[src/rtl/display_frame_arbiter.sv]
// Round-robin arbiter that latches one requester's 8x8 frame into a back buffer and
// swaps it to the front buffer on a scan-start pulse once the minimum dwell has elapsed.
module display_frame_arbiter #(
    parameter int unsigned N_REQ        = 2,
    parameter int unsigned DWELL_FRAMES = 4,
    parameter int unsigned IDX_W        = 3
) (
    input  logic                  CLK,
    input  logic                  RST,
    input  logic [N_REQ-1:0]      REQ,
    input  logic [64*N_REQ-1:0]   FRAMES,
    output logic [N_REQ-1:0]      GNT,
    input  logic                  FRAME_SYNC,
    output logic [63:0]           DATA,
    output logic [IDX_W-1:0]      OWNER,
    output logic                  OWNER_VALID,
    output logic                  SWAP
);

    localparam int unsigned CNT_W = $clog2(DWELL_FRAMES + 1);
    localparam int unsigned PAD_W = 2 ** IDX_W;

    logic                 back_valid_q;
    logic [63:0]          back_buf_q;
    logic [IDX_W-1:0]     back_owner_q;
    logic [IDX_W-1:0]     rr_last_q;
    logic [CNT_W-1:0]     dwell_cnt_q;

    logic [PAD_W-1:0]     req_pad;
    logic                 grant_found;
    logic [IDX_W-1:0]     grant_idx;
    logic [63:0]          grant_frame;
    logic                 do_grant;
    logic                 do_swap;

    // Pad REQ to a power of two so it can be indexed directly by an IDX_W-bit index.
    always_comb begin
        req_pad              = '0;
        req_pad[N_REQ-1:0]   = REQ;
    end

    // First set request after the last winner, wrapping modulo N_REQ.
    always_comb begin : rr_pick
        int cand;
        cand        = 0;
        grant_found = 1'b0;
        grant_idx   = '0;
        for (int k = 1; k <= int'(N_REQ); k++) begin
            cand = int'(rr_last_q) + k;
            if (cand >= int'(N_REQ)) begin
                cand = cand - int'(N_REQ);
            end
            if (!grant_found && req_pad[IDX_W'(cand)]) begin
                grant_found = 1'b1;
                grant_idx   = IDX_W'(cand);
            end
        end
    end

    always_comb begin
        grant_frame = '0;
        for (int i = 0; i < int'(N_REQ); i++) begin
            if (grant_idx == IDX_W'(i)) begin
                grant_frame = FRAMES[64*i +: 64];
            end
        end
    end

    assign do_grant = !back_valid_q && grant_found;
    assign do_swap  = FRAME_SYNC && back_valid_q &&
                      (int'(dwell_cnt_q) + 1 >= int'(DWELL_FRAMES));

    always_ff @(posedge CLK or posedge RST) begin
        if (RST) begin
            back_valid_q <= 1'b0;
            back_buf_q   <= '0;
            back_owner_q <= '0;
            rr_last_q    <= IDX_W'(N_REQ - 1);
            dwell_cnt_q  <= CNT_W'(DWELL_FRAMES);
            GNT          <= '0;
            DATA         <= '0;
            OWNER        <= '0;
            OWNER_VALID  <= 1'b0;
            SWAP         <= 1'b0;
        end else begin
            GNT  <= '0;
            SWAP <= do_swap;
            if (do_grant) begin
                back_buf_q   <= grant_frame;
                back_owner_q <= grant_idx;
                rr_last_q    <= grant_idx;
                back_valid_q <= 1'b1;
                GNT          <= N_REQ'(1) << grant_idx;
            end
            // Grant needs an empty back buffer and swap a full one, so they never collide.
            if (do_swap) begin
                DATA         <= back_buf_q;
                OWNER        <= back_owner_q;
                OWNER_VALID  <= 1'b1;
                back_valid_q <= 1'b0;
                dwell_cnt_q  <= '0;
            end else if (FRAME_SYNC && (int'(dwell_cnt_q) < int'(DWELL_FRAMES))) begin
                dwell_cnt_q <= dwell_cnt_q + CNT_W'(1);
            end
        end
    end

endmodule

[config.mk]
export PLATFORM = sky130hd
export DESIGN_NAME = display_frame_arbiter
export DESIGN_NICKNAME = d
export VERILOG_FILES = /design/src/rtl/display_frame_arbiter.sv
export SDC_FILE = /design/constraint.sdc
export NUM_CORES = 1
export LEC_CHECK = 0
export BUFFER_PORTS_ARGS = -buffer_cell sky130_fd_sc_hd__clkbuf_2
export CAP_MARGIN = 20
export CORE_MARGIN = 2
export CORE_UTILIZATION = 45
export CTS_BUF_LIST = sky130_fd_sc_hd__clkbuf_16
export CTS_CLUSTER_SIZE = 10
export DETAILED_ROUTE_END_ITERATION = 10
export HOLD_SLACK_MARGIN = 0.02
export PLACE_DENSITY_LB_ADDON = 0.3
export SETUP_SLACK_MARGIN = 0.02
export SYNTH_ARGS = -nofsm -noshare
export SYNTH_HDL_FRONTEND = slang
export SYNTH_SLANG_ARGS = --single-unit
[constraint.sdc]
create_clock -name CLK -period 6.8 [get_ports CLK]
set_input_delay 1.7 -clock CLK [delete_from_list [all_inputs] [get_ports CLK]]
set_output_delay 1.7 -clock CLK [all_outputs]
set_load 0.01 [all_outputs]
==> qor.csv <==
stage;metric;value;unit
routing;routed length per instance;16.73;µm
setup_path;type of element launching the critical path;primary input;
routing;total via count after detailed routing;4582;
synth;combined area of all synthesized cells;0.006137;mm²
layout;number of non-filler instances in the completed layout;865;
routing;starting DRC count in detailed routing;258;
cts;clock tree sinks;143;
synth;Post-Synthesis Cells;485;
setup_path;required time of the critical path;7.06;ns
sta;number of endpoints failing setup at the final stage;0;
cts;Post-CTS Resized;0;
setup_path;Crit. End Element;flop;
setup_path;cell type group with the largest total delay on the critical path;compound AO/OA/AOI/OAI gates;
cts;CTS tree;yes;
pwr;IR Drop Worst-Case VDD;0.2461;mV
synth;cell taking the most area after synthesis;sky130_fd_sc_hd__dfrtp_1;
setup_path;CP Data Arrival Time;3.99;ns
sta;Slew Limit Fails;0;
cts;Max clock buf depth;2;
place;Post-DP Area;0.007261;mm²
routing;total iterations of the first detailed-routing run;4;
layout;Design Area, Final;0.007885;mm²
place;Placer Congestion;0.7697;
pwr;power per cell area;480.1;mW/mm²
die;Die Y;120.8;µm
die;Die Outline Area;0.01459;mm²
routing;DRC violations left;0;
cts;CTS clk-pin slew, worst paths;0.06;ns
die;Horiz. Die Dim;120.8;µm
layout;P&R area growth vs syn;28.48;%
sta;final setup TNS;0;ns
synth;number of unique standard cell types used by synthesis;30;
synth;number of synthesized register bits;143;
setup_path;critical path type;primary input to flop;
sta;actual slew at the worst max-slew pin;0.9772;ns
cts;Root Buffer;sky130_fd_sc_hd__clkbuf_16;
synth;most instantiated cells after synthesis;141 x sky130_fd_sc_hd__dfrtp_1, 116 x sky130_fd_sc_hd__o21ai_0, 67 x sky130_fd_sc_hd__mux2_2, 67 x sky130_fd_sc_hd__mux2i_1, 18 x sky130_fd_sc_hd__clkbuf_1;
place;cell count after placement;833;
synth;net count after synthesis;625;
die;top-level port count;204;
sta;Hold Fails Final Rpt;0;
global_route;gr ovfl total;0;
synth;yosys warns;0;
sta;WHS;0.4651;ns
die;number of placement rows;42;
cts;post-CTS setup repair buffer count;0;
sta;Worst slew margin;34.85;%
sta;peak clock frequency supported by timing;268.2;MHz
synth;number of synthesized flops with an enable pin;0;
routing;final wirelength;14.47;mm
layout;final net count;816;
global_route;total routing resource utilization after global routing;20.79;%
die;initial standard-cell utilization of the core;46.16;%
setup_path;Crit path largest cell delay;0.78;ns
global_route;maximum number of pins on one net before global-route repair;92;
die;core outline area;0.01330;mm²
global_route;antenna violations before repair;0;
sta;RSZ-0062 raised after global routing;no;
cts;clock buffers created by TritonCTS;17;
synth;sequential cell area fraction in the yosys report;58.35;%
setup_path;ordered cell list for the critical path;clkbuf_2 -> inv_1 -> o31ai_1 -> o31a_2 -> buf_4 -> mux2i_1 -> o21ai_0;
sta;clock skew after layout;0.004163;ns
synth;fraction of synthesized cell area taken by the top area cell type;57.49;%
cts;total of hold buffers inserted after clock tree synthesis;0;
layout;number of fill cells in the layout;1092;
run;Max Cap Violations;0;
routing;per-cell via count in the routed design;5.297;
synth;asr flop ratio synth;100.0;%
setup_path;number of buffers and inverters on the critical path;3;
place;count of input and output buffers;203;
routing;count of antenna-violating nets left after detailed routing;0;
setup_path;cell with the biggest individual delay on the critical path;sky130_fd_sc_hd__o31a_2;
synth;library cell with the highest instance count after synthesis;sky130_fd_sc_hd__dfrtp_1;
synth;top area cells in the synthesized netlist;sky130_fd_sc_hd__dfrtp_1 57%, sky130_fd_sc_hd__mux2_2 12%, sky130_fd_sc_hd__mux2i_1 11%, sky130_fd_sc_hd__o21ai_0 9.5%, sky130_fd_sc_hd__ha_1 1.4%;
worst_hold_path;class of the tightest hold or removal check;flop to flop;
outcome;status;finished, final reports clean;
global_route;number of global-route vias before repair;4827;
sta;shortest period the worst path allows;3.728;ns
synth;top flip-flop cell by instance count after synthesis;sky130_fd_sc_hd__dfrtp_1;
setup_path;critical path peak fanout;39;
synth;synthesized area per cell;12.65;µm²
global_route;wire length of the first global-routing pass;23.54;mm
cts;CTS H-tree lvls;4;
sta;share of the cycle needed by the critical path after routing;54.83;%
place;dpl hpwl;9.198;mm
pwr;reported leakage power;3.971;nW
layout;number of diodes added for antenna fixing;0;
layout;layout cells sized above 1;45.28;%
pwr;overall power;0.003786;W
cts;clock insertion delay at the later pin of the skew report;0.41;ns
## layout by cell type, fill, tap and decap left out, drive strengths merged
cell type | synthesis | final
clkbuf | 19 | 220
dfrtp | 141 | 141
o21ai | 129 | 129
mux2 | 67 | 67
mux2i | 67 | 67
clkinv | 0 | 8
ha | 7 | 7
nor2 | 6 | 6
inv | 6 | 6
buf | 18 | 6
bufinv | 0 | 5
a21oi | 3 | 3
or2 | 3 | 3
nor2b | 2 | 2
xnor2 | 2 | 2
nor3b | 2 | 2
a21o | 2 | 2
and2 | 2 | 2
clkinvlp | 0 | 2
dfstp | 2 | 2
nand2 | 1 | 1
o211ai | 1 | 1
a31oi | 1 | 1
xor2 | 1 | 1
o32a | 1 | 1
o31ai | 1 | 1
o31a | 1 | 1
## logic make-up after synthesis
| logic type | synth area share [%] |
|---|---|
| flip-flops | 58.35 |
| multiplexers | 23.22 |
| AND/OR/NAND/NOR | 1.386 |
| AO/OA/AOI/OAI | 11.66 |
| XOR/XNOR | 0.4282 |
| adder cells (fa/ha/maj) | 1.427 |
| buffers and inverters | 3.527 |
## registers in the layout, indices dropped and copies added (netlist names)
register,count
DATA,64
back_buf_q,64
OWNER,3
back_owner_q,3
dwell_cnt_q,3
GNT,2
OWNER_VALID,1
SWAP,1
back_valid_q,1
rr_last_q,1
## area by class of cell
class,count,area (µm²),share of cell area (%)
Sequential cell,143,3582,45.43
Multi-Input combinational cell,299,2357,29.90
Timing Repair Buffer,209,1074,13.61
Clock buffer,17,425.4,5.395
Tap cell,176,220.2,2.793
Clock inverter,15,198.9,2.523
Inverter,6,27.53,0.3491
## path summary, 6_finish.rpt
| kind | start | to | slack (ns) | depth (start not counted) |
|---|---|---|---|---|
| worst max-delay path | REQ[1] | back_buf_q[45]$_DFFE_PP0P_ | 3.07 | 7 |
| worst min-delay path | OWNER_VALID$_DFFE_PP0P_ | OWNER_VALID$_DFFE_PP0P_ | 0.47 | 1 |
| worst max register to register | rr_last_q[0]$_DFFE_PP1P_ | back_buf_q[45]$_DFFE_PP0P_ | 3.46 | 8 |
| worst min register to register | OWNER_VALID$_DFFE_PP0P_ | OWNER_VALID$_DFFE_PP0P_ | 0.47 | 1 |
| max in group asynchronous | RST | back_buf_q[30]$_DFFE_PP0P_ | 4.15 | 3 |
| min in group asynchronous | RST | DATA[9]$_DFFE_PP0P_ | 1.44 | 2 |
## power breakdown
part / total, W / switching, W / internal (W)
Clock: 0.000982 / 0.000341 / 0.000641
Combinational: 0.00135 / 0.000722 / 0.000629
Sequential: 0.00145 / 0.000204 / 0.00125
Total: 0.00379 / 0.00127 / 0.00252
## layer usage
metal,track usage (%),up-vias,part of all wire (%),wire length (µm)
met1,25.29,2299,42,6106
met3,4.906,28,5.3,769
met2,35.38,141,50,7270
met4,8.866,0,2.2,321
li1,-,2114,-,-
met5,0,-,0,0
## through the flow
| step | util (%) | setup slack (ns) |
|---|---|---|
| final | 59.31 | 3.072 |
| after global placement | 54.46 | 2.524 |
| after floorplan | - | 1.265 |
| after global routing | 59.31 | 2.917 |
| after detailed placement | 54.61 | 2.635 |
| after CTS | 59.31 | 3.087 |
Power figures use the tool's default switching activity.
